==> src/rtl/sched_dispatch_if.sv <==
// Queue-side and bank-side signal bundle for sched_dispatch.
// Stat outputs exist only when DISPATCH_STATS_EN is defined.
interface sched_dispatch_if #(
  parameter int unsigned FIFO_WIDTH = 8,
  parameter int unsigned NUM_BANKS  = 4
`ifdef DISPATCH_STATS_EN
  ,
  parameter int unsigned STAT_WIDTH = 16
`endif
);
  localparam int unsigned BANK_W = ($clog2(NUM_BANKS) > 1) ? $clog2(NUM_BANKS) : 1;
  localparam int unsigned OPND_W = FIFO_WIDTH - 2 - BANK_W;

  logic                  q_empty;
  logic                  q_read_en;
  logic [FIFO_WIDTH-1:0] q_data;
  logic                  issue_valid;
  logic                  issue_ready;
  logic [1:0]            issue_op;
  logic [BANK_W-1:0]     issue_bank;
  logic [OPND_W-1:0]     issue_operand;
  logic [NUM_BANKS-1:0]  bank_busy;
  logic                  idle;
`ifdef DISPATCH_STATS_EN
  logic [STAT_WIDTH-1:0] stat_issued;
  logic [STAT_WIDTH-1:0] stat_nops;
`endif

  modport master (
    input  q_empty, q_data, issue_ready,
    output q_read_en, issue_valid, issue_op, issue_bank, issue_operand,
           bank_busy, idle
`ifdef DISPATCH_STATS_EN
    , output stat_issued, stat_nops
`endif
  );

  modport slave (
    output q_empty, q_data, issue_ready,
    input  q_read_en, issue_valid, issue_op, issue_bank, issue_operand,
           bank_busy, idle
`ifdef DISPATCH_STATS_EN
    , input stat_issued, stat_nops
`endif
  );
endinterface

==> src/rtl/sched_dispatch.sv <==
// In-order dispatcher: pops the scheduler queue, holds one command and issues it once its bank timer is idle.
// Optional macro DISPATCH_STATS_EN adds saturating stat_issued / stat_nops counters.
module sched_dispatch #(
  parameter int unsigned FIFO_WIDTH  = 8,
  parameter int unsigned NUM_BANKS   = 4,
  parameter int unsigned BUSY_CYCLES = 3
`ifdef DISPATCH_STATS_EN
  ,
  parameter int unsigned STAT_WIDTH  = 16
`endif
) (
  input logic              clk,
  input logic              rst,
  sched_dispatch_if.master bus
);
  localparam int unsigned BANK_W = ($clog2(NUM_BANKS) > 1) ? $clog2(NUM_BANKS) : 1;
  localparam int unsigned OPND_W = FIFO_WIDTH - 2 - BANK_W;
  localparam int unsigned TMR_W  = ($clog2(BUSY_CYCLES + 1) > 1) ? $clog2(BUSY_CYCLES + 1) : 1;

  typedef enum logic [1:0] {
    S_IDLE = 2'd0,
    S_WAIT = 2'd1,
    S_HOLD = 2'd2
  } state_t;

  state_t                r_state;
  state_t                w_next;
  logic [FIFO_WIDTH-1:0] r_hold;
  logic [TMR_W-1:0]      r_timer [NUM_BANKS];
  logic [NUM_BANKS-1:0]  w_busy;
  logic [1:0]            w_op;
  logic [BANK_W-1:0]     w_bank;
  logic                  w_is_nop;
  logic                  w_read_en;
  logic                  w_issue_valid;
  logic                  w_accept;
  logic                  w_nop_drop;

  assign w_op     = r_hold[FIFO_WIDTH-1 -: 2];
  assign w_bank   = r_hold[FIFO_WIDTH-3 -: BANK_W];
  assign w_is_nop = (w_op == 2'b00);

  always_comb begin
    for (int b = 0; b < int'(NUM_BANKS); b++) begin
      w_busy[b] = (r_timer[b] != '0);
    end
  end

  always_ff @(posedge clk) begin
    if (rst) begin
      r_state <= S_IDLE;
    end else begin
      r_state <= w_next;
    end
  end

  // Reset gates the pop and the offer so nothing leaks out while rst is held.
  always_comb begin
    w_next        = r_state;
    w_read_en     = 1'b0;
    w_issue_valid = 1'b0;
    w_accept      = 1'b0;
    w_nop_drop    = 1'b0;
    if (!rst) begin
      unique case (r_state)
        S_IDLE: begin
          if (!bus.q_empty) begin
            w_read_en = 1'b1;
            w_next    = S_WAIT;
          end
        end
        S_WAIT: begin
          w_next = S_HOLD;
        end
        S_HOLD: begin
          w_issue_valid = !w_is_nop && !w_busy[w_bank];
          w_accept      = w_issue_valid && bus.issue_ready;
          w_nop_drop    = w_is_nop;
          if (w_accept || w_nop_drop) begin
            w_read_en = !bus.q_empty;
            w_next    = bus.q_empty ? S_IDLE : S_WAIT;
          end
        end
        default: begin
          w_next = S_IDLE;
        end
      endcase
    end
  end

  always_ff @(posedge clk) begin
    if (rst) begin
      r_hold <= '0;
    end else if (r_state == S_WAIT) begin
      r_hold <= bus.q_data;
    end
  end

  // A fresh load on accept takes priority over the countdown.
  always_ff @(posedge clk) begin
    for (int b = 0; b < int'(NUM_BANKS); b++) begin
      if (rst) begin
        r_timer[b] <= '0;
      end else if (w_accept && (w_bank == BANK_W'(b))) begin
        r_timer[b] <= TMR_W'(BUSY_CYCLES);
      end else if (r_timer[b] != '0) begin
        r_timer[b] <= r_timer[b] - TMR_W'(1);
      end
    end
  end

  assign bus.q_read_en     = w_read_en;
  assign bus.issue_valid   = w_issue_valid;
  assign bus.issue_op      = w_op;
  assign bus.issue_bank    = w_bank;
  assign bus.issue_operand = r_hold[OPND_W-1:0];
  assign bus.bank_busy     = w_busy;
  assign bus.idle          = (r_state == S_IDLE) && (w_busy == '0);

`ifdef DISPATCH_STATS_EN
  logic [STAT_WIDTH-1:0] r_stat_issued;
  logic [STAT_WIDTH-1:0] r_stat_nops;

  always_ff @(posedge clk) begin
    if (rst) begin
      r_stat_issued <= '0;
      r_stat_nops   <= '0;
    end else begin
      if (w_accept && (r_stat_issued != '1)) begin
        r_stat_issued <= r_stat_issued + STAT_WIDTH'(1);
      end
      if (w_nop_drop && (r_stat_nops != '1)) begin
        r_stat_nops <= r_stat_nops + STAT_WIDTH'(1);
      end
    end
  end

  assign bus.stat_issued = r_stat_issued;
  assign bus.stat_nops   = r_stat_nops;
`endif
endmodule

==> src/flat_wrapper.sv <==
// flat-port wrapper written by rule: the top's interface ports become plain ports
module sched_dispatch_flat 
#(
  parameter int unsigned FIFO_WIDTH  = 8,
  parameter int unsigned NUM_BANKS   = 4,
  parameter int unsigned BUSY_CYCLES = 3

)
  (clk, rst, bus_q_empty, bus_q_data, bus_issue_ready, bus_q_read_en, bus_issue_valid, bus_issue_op, bus_issue_bank, bus_issue_operand, bus_bank_busy, bus_idle);
  sched_dispatch_if #(.FIFO_WIDTH(FIFO_WIDTH), .NUM_BANKS(NUM_BANKS)) bus_i ();
  input logic clk;
  input logic rst;
  input wire logic [$bits(bus_i.q_empty)-1:0] bus_q_empty;
  input wire logic [$bits(bus_i.q_data)-1:0] bus_q_data;
  input wire logic [$bits(bus_i.issue_ready)-1:0] bus_issue_ready;
  output wire logic [$bits(bus_i.q_read_en)-1:0] bus_q_read_en;
  output wire logic [$bits(bus_i.issue_valid)-1:0] bus_issue_valid;
  output wire logic [$bits(bus_i.issue_op)-1:0] bus_issue_op;
  output wire logic [$bits(bus_i.issue_bank)-1:0] bus_issue_bank;
  output wire logic [$bits(bus_i.issue_operand)-1:0] bus_issue_operand;
  output wire logic [$bits(bus_i.bank_busy)-1:0] bus_bank_busy;
  output wire logic [$bits(bus_i.idle)-1:0] bus_idle;
  assign bus_i.q_empty = bus_q_empty;
  assign bus_i.q_data = bus_q_data;
  assign bus_i.issue_ready = bus_issue_ready;
  assign bus_q_read_en = bus_i.q_read_en;
  assign bus_issue_valid = bus_i.issue_valid;
  assign bus_issue_op = bus_i.issue_op;
  assign bus_issue_bank = bus_i.issue_bank;
  assign bus_issue_operand = bus_i.issue_operand;
  assign bus_bank_busy = bus_i.bank_busy;
  assign bus_idle = bus_i.idle;
  sched_dispatch #(.FIFO_WIDTH(FIFO_WIDTH), .NUM_BANKS(NUM_BANKS), .BUSY_CYCLES(BUSY_CYCLES)) u_core (.clk(clk), .rst(rst), .bus(bus_i));
endmodule
==> config.mk <==
export PLATFORM = sky130hd
export DESIGN_NAME = sched_dispatch_flat
export DESIGN_NICKNAME = d
export VERILOG_FILES = /design/src/rtl/sched_dispatch_if.sv /design/src/rtl/sched_dispatch.sv /design/src/flat_wrapper.sv
export SDC_FILE = /design/constraint.sdc
export NUM_CORES = 1
export LEC_CHECK = 0
export ABC_CLOCK_PERIOD_IN_PS = 2600
export BUFFER_PORTS_ARGS = -buffer_cell sky130_fd_sc_hd__buf_2
export CAP_MARGIN = 15
export CORE_MARGIN = 8
export CORE_UTILIZATION = 53
export DETAILED_ROUTE_END_ITERATION = 6
export PLACE_DENSITY = 0.83
export SLEW_MARGIN = 10
export SYNTH_ARGS = -nofsm -noshare
export SYNTH_HDL_FRONTEND = slang
export SYNTH_SLANG_ARGS = --single-unit
==> constraint.sdc <==
create_clock -name clk -period 2.6 [get_ports clk]
set_input_delay 0.52 -clock clk [delete_from_list [all_inputs] [get_ports clk]]
set_output_delay 0.52 -clock clk [all_outputs]
set_load 0.02 [all_outputs]
[Word-level counts from Yosys, hierarchy flattened]
Memories as Yosys holds them, arrays and structs flattened.
Index checks and enable logic that the tools add are counted.
Word-level totals
  output and inout port bits: 15
  register bits after elaboration: 10
  memory bits (writable): 8
  word-level logic and storage cells: 95
  memories kept: 1
  input bits: 12
Operators by class
  $add $sub $neg: 4
  reduce and logical (&&, ||, !) cells: 20
  magnitude comparators: 1
  bitwise gates (word level): 8
  equal/unequal tests: 7
  mux-type cells: 52
Memory list
  u_core.r_timer: words 4, width 2, read ports 4, clocked after memory_dff 0, wr ports 4, line sched_dispatch.sv:29  | logic [TMR_W-1:0] r_timer [NUM_BANKS];
Operator list (count)
  2-to-1 mux 1 bit: 39
  2-to-1 mux 2 bit: 10
  bitwise OR 1 bit: 8
  nonzero test 2 bit: 4
  subtractor 2 x 1 -> 2 bit, second input constant: 4
  logical AND 1 bit: 7
  equality test 2 bit, second input constant: 3
  logical NOT 2 bit: 3
  one-hot mux 2 bit (3 select lines): 1
  equality test 2 x 1 -> 1 bit, second input constant: 2
  logical NOT 4 bit: 1
  logical NOT 1 bit: 3
  less-than comparator 2 x 3 -> 1 bit, second input constant: 1
  binary-select mux 1 bit (select 2 bit): 1
  inequality test 2 x 1 -> 1 bit, second input constant: 1
  inequality test 2 bit, second input constant: 1
  one-hot mux 1 bit (2 select lines): 1
  AND reduction 2 bit: 1
  logical OR 1 bit: 1

[Longest topological paths before layout]
Gate-level depths: netlist (run 1).
An unclocked memory read counts as a cell.
  word-level depth: 15
  gate-level depth with buffers: 5
  gate-level depth less buffers: 5

[Least setup slack after synthesis (run 1)]
OpenSTA, ideal clock, no wires.
  path type: flip-flop to output port
  start point: memory u_core.r_timer[1][2] (netlist bit)
  end point: output bus_q_read_en
  stages on the path, launching flop included: 6
  path slack: 0.473 ns
  buffers on the path: 0
  arrival time: 1.607 ns
  required time: 2.080 ns
  cells stage by stage: edfxtp_1 > inv_1 > ha_1 > mux2i_1 > a2bb2oi_2 > a2111oi_2
RTL lines
  start: declaration: line sched_dispatch.sv:29
  end: declaration: line flat_wrapper.sv:16  | output wire logic [$bits(bus_i.q_read_en)-1:0] bus_q_read_en;

==> impl_results.md, run 1 <==
- Cells after synthesis: 102
- GP Congestion: approximately 0.87
- Post-layout total power: between 1 and 1.5 mW
- Setup TNS: 0 ns
- Clk_skew: about 0.012 ns
- Gr ovfl total: 0
- Worst-Margin Slew: approximately 0.56 ns
- Fin crit period: 2.45 ns
- Yosys warnings: 0
- # DRC: 0
- Final core utilization: 65.8%
- Initial Util: 55.6%
- CORE AREA: ~1700 um2
- Synth cell types: 25
- Bufs on Longest Clock Path: 2
- Compound-gate portion of the synthesized area: between 20% and 30%
- #FFs+latches synth: 18
- Root Driver: clkbuf_4
- Total vias in the final route: 816
- Crit-path max FO: 7
- Fraction of layout cells with a size suffix above 1: 28.3%
- Final setup viols: 0
- Pwr/cell area: slightly above 900 nW/um2
- Hold_buf cts: 0
- # diodes: 0
- Worst-path clk slew: between 0.1 and 0.15 ns
- Skew-Pair Late Insertion Delay: 0.30 ns
- Die Ht: 58.1 um
- Post-route clock period utilization: between 90% and 100%
- Largest net degree at the start of global routing: 21
- Nets: 144
- Rows: 15
- Fin cells: around 140
- MaxCap Viol Count: 0
- Status: complete, no violations
- Routed len/inst: 14.0 um
- Max-slew violation count: 0
- CTS tree: built
- Total CTS buffers: 3
- Initial antenna violation count: 0
- Sequential element share of the synthesized area: 46.9%
- CTS Sinks: 18
- Die width: 58.1 um
- CTS H-tree depth: 1
- Synth Area in XOR/XNOR: 0%
- Total length of routed wires: 2.02 mm
- Worst slew margin relative to its limit: 62.5%
- Synthesized area per cell: 9.21 um2
- Die area: approximately 3400 um2
- Crit. End Element: primary output
- Critical Path AT: 1.93 ns
- RSZ-0062 raised after global routing: false
- I/O pin count: 27
- HP Class: in -> reg
- Cells after DPL: 140
- Postcts setup bufs: 0
- Detail Placement HPWL: 1.56 mm
- Global-route wire length before repair: between 3 and 4 mm
- Initial drt markers: 14
- Via count of the first global-routing pass: 782
- Leakage: 0.469 nW
- I/O Buffers: 26
- Post-Syn Nets: 118
- Synthesized-area fraction occupied by adder cells: 5.33%
- Synth Cell Area: around 940 um2
- Leading cell types in the layout, fill and taps excluded: 26 x buf_2, 21 x nand2_1, 14 x inv_1
- Antenna-violating nets left: 0
- Maximum vdd drop: about 0.00051 V
- Post-cts resize count: 0
- Detailed Routing Iterations Pass 1: 4
- Commonest non-fill, non-tap cell in the layout: buf_2
- Mux share of post-synthesis cell area: about 2.3%
- Hold Fails Final Rpt: 0
- Vias/cell: 5.67
- Tot GR Track Use: 12.2%
- Worst Path Required: 2.08 ns
- Fillers: 139
- Crit path launch type: flop
- Largest family of logic cells by synthesized area: compound AO/OA/AOI/OAI gates
- Simple-gate share of the synthesized area: 15.6%
- Fmax: 407 MHz
- Setup Crit Path Kind: reg -> out
- Area grow syn2layout: 18.2%
## cell type report
type,instances,area [um2],area share [%]
repair buffers,26,130,11.7
flip-flops and latches,18,440,39.6
inverters,14,52.6,4.73
well taps,17,21.3,1.91
multi-input cells,65,430,38.7
clock buffers,4,36.3,3.27
## synth_stat cells
| master | number | share of area (%) |
|---|---|---|
| a2111oi_2 | 2 | 3.2 |
| a211oi_1 | 1 | 0.80 |
| a21oi_1 | 8 | 4.3 |
| a2bb2oi_2 | 1 | 1.6 |
| a32o_1 | 1 | 1.1 |
| buf_1 | 1 | 0.40 |
| buf_2 | 2 | 1.1 |
| clkbuf_1 | 2 | 0.80 |
| dfxtp_1 | 10 | 21 |
| edfxtp_1 | 8 | 26 |
| ha_1 | 4 | 5.3 |
| inv_1 | 14 | 5.6 |
| mux2_2 | 1 | 1.2 |
| mux2i_1 | 1 | 1.1 |
| nand2_1 | 21 | 8.4 |
| nand2b_1 | 1 | 0.67 |
| nand3_1 | 1 | 0.53 |
| nand4_1 | 3 | 2.0 |
| nor2_1 | 2 | 0.80 |
| nor2b_1 | 4 | 2.7 |
| nor3_1 | 1 | 0.53 |
| o211ai_1 | 4 | 3.2 |
| o21a_1 | 1 | 0.80 |
| o31ai_1 | 2 | 1.6 |
| o32ai_1 | 6 | 5.6 |
## worst paths after layout
| check | startpoint | to | slack [ns] | cells past startpoint |
|---|---|---|---|---|
| max | u_core.r_timer[1][0]$_SDFFCE_PN0P_ | bus_q_read_en | 0.15 | 6 |
| min | bus_q_empty | u_core.r_state[0]$_SDFFE_PP0P_ | 0.41 | 2 |
| max reg2reg | u_core.r_state[0]$_SDFFE_PP0P_ | u_core.r_timer[1][2]$_DFFE_PP_ | 0.97 | 3 |
| min reg2reg | u_core.r_hold[2]$_SDFFE_PP0N_ | u_core.r_hold[2]$_SDFFE_PP0N_ | 0.46 | 2 |
## flip-flops by register name, indices dropped and copies added (netlist names)
signal	count
u_core.r_state	2
u_core.r_timer	8
u_core.r_hold	8
## cell families (layout without fill, tap and decap cells)
family | Yosys count | after routing
adders and majority gates | 4 | 4
and+or+nand+nor | 33 | 33
buffers and inverters | 19 | 44
muxes | 2 | 2
DFF | 18 | 18
AOI/OAI and AO/OA | 26 | 26
## power breakdown
group	switching (mW)	internal [mW]	leakage, nW
sequential	0.0293	0.380	0.169
clock	0.0899	0.0854	0.0210
combinational	0.264	0.171	0.278
total	0.383	0.636	0.469
## critical path: stages (launching register included)
cell	delay (ns)
edfxtp_1	0.41
inv_1	0.07
ha_1	0.28
mux2_2	0.22
a2bb2oi_2	0.08
a2111oi_2	0.35
buf_2	0.22
## per-layer routing
layer / vias to the layer above / routed length [um] / GRT usage [%] / share of wire (%)
met5: - / 0 / 0 / 0
met4: 0 / 32 / 4.20 / 1.6
met3: 5 / 135 / 3.09 / 6.7
met2: 35 / 951 / 19.9 / 47
met1: 360 / 904 / 15.2 / 45
li1: 416 / - / - / -
## stage by stage
step | setup WS, ns | instance area, um2 | hold WS [ns]
floorplan | 0.473 | 940 | 0.511
global placement | 0.527 | 1070 | 0.439
detailed placement | 0.411 | 1070 | 0.444
CTS | 0.0769 | 1110 | 0.417
global route | 0.0223 | 1110 | 0.422
finish | 0.146 | 1110 | 0.407
Note: power is estimated with default switching activity, not from simulation.
==> run 2, diff against run 1 <==
--- a/config.mk
+++ b/config.mk
@@ -6,7 +6,7 @@
 export NUM_CORES = 1
 export LEC_CHECK = 0
 export ABC_CLOCK_PERIOD_IN_PS = 2600
-export BUFFER_PORTS_ARGS = -buffer_cell sky130_fd_sc_hd__buf_2
+export BUFFER_PORTS_ARGS = -buffer_cell sky130_fd_sc_hd__buf_4
 export CAP_MARGIN = 15
 export CORE_MARGIN = 8
 export CORE_UTILIZATION = 53
==> run 2 against run 1 <==
  * Final cell count up 0.69%
  * Largest power group unchanged
  * Critical endpoint unchanged
  * Sequential power is essentially flat
  * Sequential share of layout area decreased by 2.4 points
  * Highest routed layer unchanged
==> impl_results.md, run 2 (same netlist as run 1, synthesis figures left out) <==
- Detailed Routing Iterations Pass 1: 4
- Initial drt markers: 35
- RSZ-0062 raised after global routing: false
- Buf+Inv Stages, Crit Path: 2
- Routed len/inst: 14.6 um
- Worst-path clk slew: about 0.11 ns
- Crit path launch type: flop
- Total length of routed wires: 2.11 mm
- Fin crit period: 2.43 ns
- Commonest non-fill, non-tap cell in the layout: buf_4
- CTS Sinks: 18
- Final setup viols: 0
- Die width: about 58 um
- I/O pin count: 27
- Critical-path cell list: inv_1 > ha_2 > mux2i_1 > a2bb2oi_2 > a2111oi_2 > buf_4
- R2R setup slack: 0.97 ns
- GP Congestion: 0.831
- Vias/cell: 5.69
- Reg2reg path depth: 3
- Area grow syn2layout: 26.0%
- Global-route wire length before repair: 3.58 mm
- Crit-path max FO: 7
- Maximum vdd drop: 0.000545 V
- Worst slew margin relative to its limit: between 50% and 60%
- Hold Fails Final Rpt: 0
- # DRC: 0
- CTS H-tree depth: 1
- Skew-Pair Late Insertion Delay: 0.29 ns
- Crit. End Element: primary output
- Post-layout total power: 1.07 mW
- Largest net degree at the start of global routing: 21
- Clk_skew: 0.0104 ns
- Gr ovfl total: 0
- Antenna-violating nets left: 0
- Initial Util: 55.6%
- Setup Crit Path Kind: reg -> out
- Postcts setup bufs: 0
- R2R Path Start: u_core.r_state[1]$_SDFFE_PP0P_
- Die area: between 3000 and 4000 um2
- Nets: 145
- Worst-Margin Slew: around 0.6 ns
- HP Class: in -> reg
- Critical Path AT: 1.91 ns
- Fillers: roughly 150
- Hold depth: 2
- Critical path origin: u_core.r_timer[0][2]$_DFFE_PP_
- Leakage: 0.487 nW
- Max-slew violation count: 0
- Biggest regs: u_core.r_hold x8, u_core.r_timer x8, u_core.r_state x2
- Detail Placement HPWL: 1.66 mm
- Fmax: 411 MHz
- Total vias in the final route: between 800 and 900
- Fraction of layout cells with a size suffix above 1: 28.9%
- Leading cell types in the layout, fill and taps excluded: 27 x buf_4, 21 x nand2_1, 14 x inv_1
- CP max stage cell: edfxtp_1
- Total CTS buffers: 3
- Status: complete, no violations
- Root Driver: clkbuf_4
- Post-route clock period utilization: 93.6%
- Setup TNS: 0 ns
- Initial antenna violation count: 0
- Worst R2R End: u_core.r_timer[1][2]$_DFFE_PP_
- Hold_buf cts: 0
- # diodes: 0
- Pwr/cell area: between 900 and 1000 nW/um2
- CP peak stage delay: 0.41 ns
- Crit path max-delay family: compound AO/OA/AOI/OAI gates
- I/O Buffers: 26
- MaxCap Viol Count: 0
- Bufs on Longest Clock Path: 2
- Tot GR Track Use: a little over an eighth
- Worst Path Required: 2.08 ns
- CTS tree: built
- Via count of the first global-routing pass: 791
- CORE AREA: 1690 um2
- HP Start: bus_q_empty
- Die Ht: around 58 um
- Rows: 15
- Hold EP: u_core.r_state[0]$_SDFFE_PP0P_
[run 2: cell count changes in the layout (fill, tap and decap cells not counted)]
cell | before | now
buf_4 | 0 | 27
buf_2 | 26 | 0
[run 2: final cells by class]
type                       count  area (um2)  area share, %
tap                           17        21.3           1.80
timing repair buffer          27         203           17.1
sequential                    18         440           37.2
multi-input combinational     65         430           36.4
clock buffer                   4        36.3           3.07
inverter                      14        52.6           4.44
[run 2: through the flow]
stage | hold WS, ns | instances | area, um2 | setup WS, ns | util [%]
floorplan | 0.511 | 102 | 940 | 0.473 | -
global route | 0.387 | 145 | 1180 | 0.0142 | 70.1
detailed placement | 0.451 | 141 | 1140 | 0.434 | 67.6
global placement | 0.443 | 141 | 1140 | 0.527 | 67.6
CTS | 0.390 | 145 | 1180 | 0.0857 | 69.8
finish | 0.391 | 145 | 1180 | 0.167 | 70.1
[run 2: what timing repair did]
item,in CTS,in global routing
hold endpoints to repair,0,0
gates resized for setup,0,2
setup endpoints to repair,0,1
[run 2: routing by layer]
metal  GRT usage [%]  wire length [um]
met5               0                 0
met4            3.85                12
met3            5.52               174
met2            22.8              1050
met1            14.5               872
[run 2: how the worst max path moves through the flow]
stage                    end  slack (ns)  depth (start not counted)
2_1_floorplan  bus_q_read_en        0.47                          5
3_3_place_gp   bus_q_read_en        0.53                          6
5_1_grt        bus_q_read_en        0.01                          6
4_1_cts        bus_q_read_en        0.09                          6
6_report       bus_q_read_en        0.17                          6
3_5_place_dp   bus_q_read_en        0.43                          6
[run 2: power by group]
group | leakage, nW | switching, mW | total (mW) | internal, mW
registers | 0.169 | 0.0292 | 0.409 | 0.380
logic | 0.296 | 0.277 | 0.487 | 0.210
clock network | 0.0210 | 0.0862 | 0.171 | 0.0853
==> run 3, diff against run 2 <==
--- a/config.mk
+++ b/config.mk
@@ -7,8 +7,8 @@
 export LEC_CHECK = 0
 export ABC_CLOCK_PERIOD_IN_PS = 2600
 export BUFFER_PORTS_ARGS = -buffer_cell sky130_fd_sc_hd__buf_4
-export CAP_MARGIN = 15
-export CORE_MARGIN = 8
+export CAP_MARGIN = 20
+export CORE_MARGIN = 1
 export CORE_UTILIZATION = 53
 export DETAILED_ROUTE_END_ITERATION = 6
 export PLACE_DENSITY = 0.83
==> run 3 against run 2 <==
  * Wire length shrank 9.7%
  * Sequential cell count stayed put
  * Register-to-register slack is essentially flat
  * Highest routed layer unchanged
  * First-iteration DRC count down 89%
  * Die area down 42%
  * Worst setup slack worse by 0.0081 ns
==> impl_results.md, run 3 (same netlist as run 1, synthesis figures left out) <==
- Status: complete, no violations
- Area grow syn2layout: 25.8%
- Largest net degree at the start of global routing: 21
- Final instance area: 1180 um2
- Post-route clock period utilization: 93.9%
- Gr ovfl total: 0
- Initial antenna violation count: 0
- Cells after DPL: 140
- Tot GR Track Use: 22.1%
- Global-route wire length before repair: 3.22 mm
- Fmax: between 400 and 500 MHz
- Crit path launch type: flop
- Hold Fails Final Rpt: 0
- Bufs on Longest Clock Path: 2
- Crit. End Element: primary output
- Clk_skew: 0.00916 ns
- # DRC: 0
- Root Driver: clkbuf_4
- Fin crit period: between 2 and 2.5 ns
- Maximum vdd drop: around 0.00046 V
- Cell depth of the worst setup path: 6
- Hold depth: 2
- Placement Cell Area: 1140 um2
- Worst-path clk slew: ~0.11 ns
- HP Class: in -> reg
- Pwr/cell area: 899 nW/um2
- CP peak stage delay: 0.41 ns
- Initial Util: between 50 and 60%
- Vias/cell: 5.80
- Fin cells: roughly 140
- Total length of routed wires: 1.91 mm
- RSZ-0062 raised after global routing: false
- I/O Buffers: 26
- CP max stage cell: edfxtp_1
- Routed len/inst: between 10 and 15 um
- Total vias in the final route: around 840
- Final core utilization: ~75%
- Fraction of layout cells with a size suffix above 1: between 20% and 30%
- Dpl ws: 0.461 ns
- Max-slew violation count: 0
- Leakage: 0.487 nW
- Die area: between 1500 and 2000 um2
- Leading cell types in the layout, fill and taps excluded: 27 x buf_4, 21 x nand2_1, 14 x inv_1
- Die width: 44.1 um
- CTS tree: built
- # diodes: 0
- Critical Path AT: 1.92 ns
- Worst slew margin relative to its limit: 60.8%
- Reg2reg path depth: 3
- GP Congestion: just under 0.9
- Buf+Inv Stages, Crit Path: 2
- I/O pin count: 27
- Commonest non-fill, non-tap cell in the layout: buf_4
- Hold_buf cts: 0
- Setup WS post-layout: 0.159 ns
- Setup TNS: 0 ns
- Setup Crit Path Kind: reg -> out
- Initial drt markers: 4
- MaxCap Viol Count: 0
- CTS Sinks: 18
- Nets: 145
- CORE AREA: 1580 um2
- CTS H-tree depth: 1
- Rows: 14
- Antenna-violating nets left: 0
- Final setup viols: 0
- Biggest regs: u_core.r_hold x8, u_core.r_timer x8, u_core.r_state x2
- Fillers: 123
- Crit path max-delay family: compound AO/OA/AOI/OAI gates
- Worst Path Required: 2.08 ns
- Worst-Margin Slew: 0.587 ns
- Critical-path cell list: inv_1 > ha_1 > mux2_2 > a2bb2oi_2 > a2111oi_2 > buf_4
- Detailed Routing Iterations Pass 1: 4
- Via count of the first global-routing pass: around 800
- Total CTS buffers: 3
- Crit-path max FO: 7
- Skew-Pair Late Insertion Delay: 0.30 ns
- Die Ht: around 44 um
- Detail Placement HPWL: 1.41 mm
==> run 3: cell counts in the layout (fill, tap and decap cells not counted) <==
No cell type changed its count.
==> run 3: repair_timing <==
action	CTS	global route
endpoints found under the setup margin	0	1
setup buffers	0	0
gates resized for setup	0	2
==> run 3: worst paths after layout <==
path | start | endpoint | slack [ns]
hold reg to reg | u_core.r_hold[3]$_SDFFE_PP0N_ | u_core.r_hold[3]$_SDFFE_PP0N_ | 0.46
setup / recovery | u_core.r_timer[1][0]$_SDFFCE_PN0P_ | bus_q_read_en | 0.16
hold / removal | bus_q_empty | u_core.r_state[0]$_SDFFE_PP0P_ | 0.39
setup reg to reg | u_core.r_state[0]$_SDFFE_PP0P_ | u_core.r_timer[1][3]$_DFFE_PP_ | 0.98
==> run 3: cell type report <==
cell class	instances	area [um2]	share of cell area (%)
Clock buffer	4	36.3	3.07
Multi-Input combinational cell	65	430	36.4
Tap cell	16	20.0	1.69
Inverter	14	52.6	4.44
Sequential cell	18	440	37.2
Timing Repair Buffer	27	203	17.1
==> run 3: per-stage QoR <==
stage	hold WS, ns	power, mW
2_1_floorplan	0.511	0.728
3_3_place_gp	0.443	0.866
3_5_place_dp	0.449	0.888
4_1_cts	0.395	1.06
5_1_grt	0.379	1.13
6_report	0.388	1.06
==> run 3: routing by layer <==
layer  wire [um]  part of all wire, %  GRT usage [%]  vias to the layer above
li1            -                    -              -                      420
met1         948                   50           29.9                      396
met2         898                   47           34.1                       17
met3          49                  2.6           4.90                        2
met4          10                 0.52           9.09                        0
met5           0                    0              0                        -
==> run 3: power breakdown <==
| group | switching (mW) | internal (mW) | leakage, nW |
|---|---|---|---|
| Sequential | 0.0302 | 0.380 | 0.169 |
| Combinational | 0.267 | 0.209 | 0.296 |
| Clock | 0.0910 | 0.0854 | 0.0210 |
| Total | 0.388 | 0.674 | 0.487 |
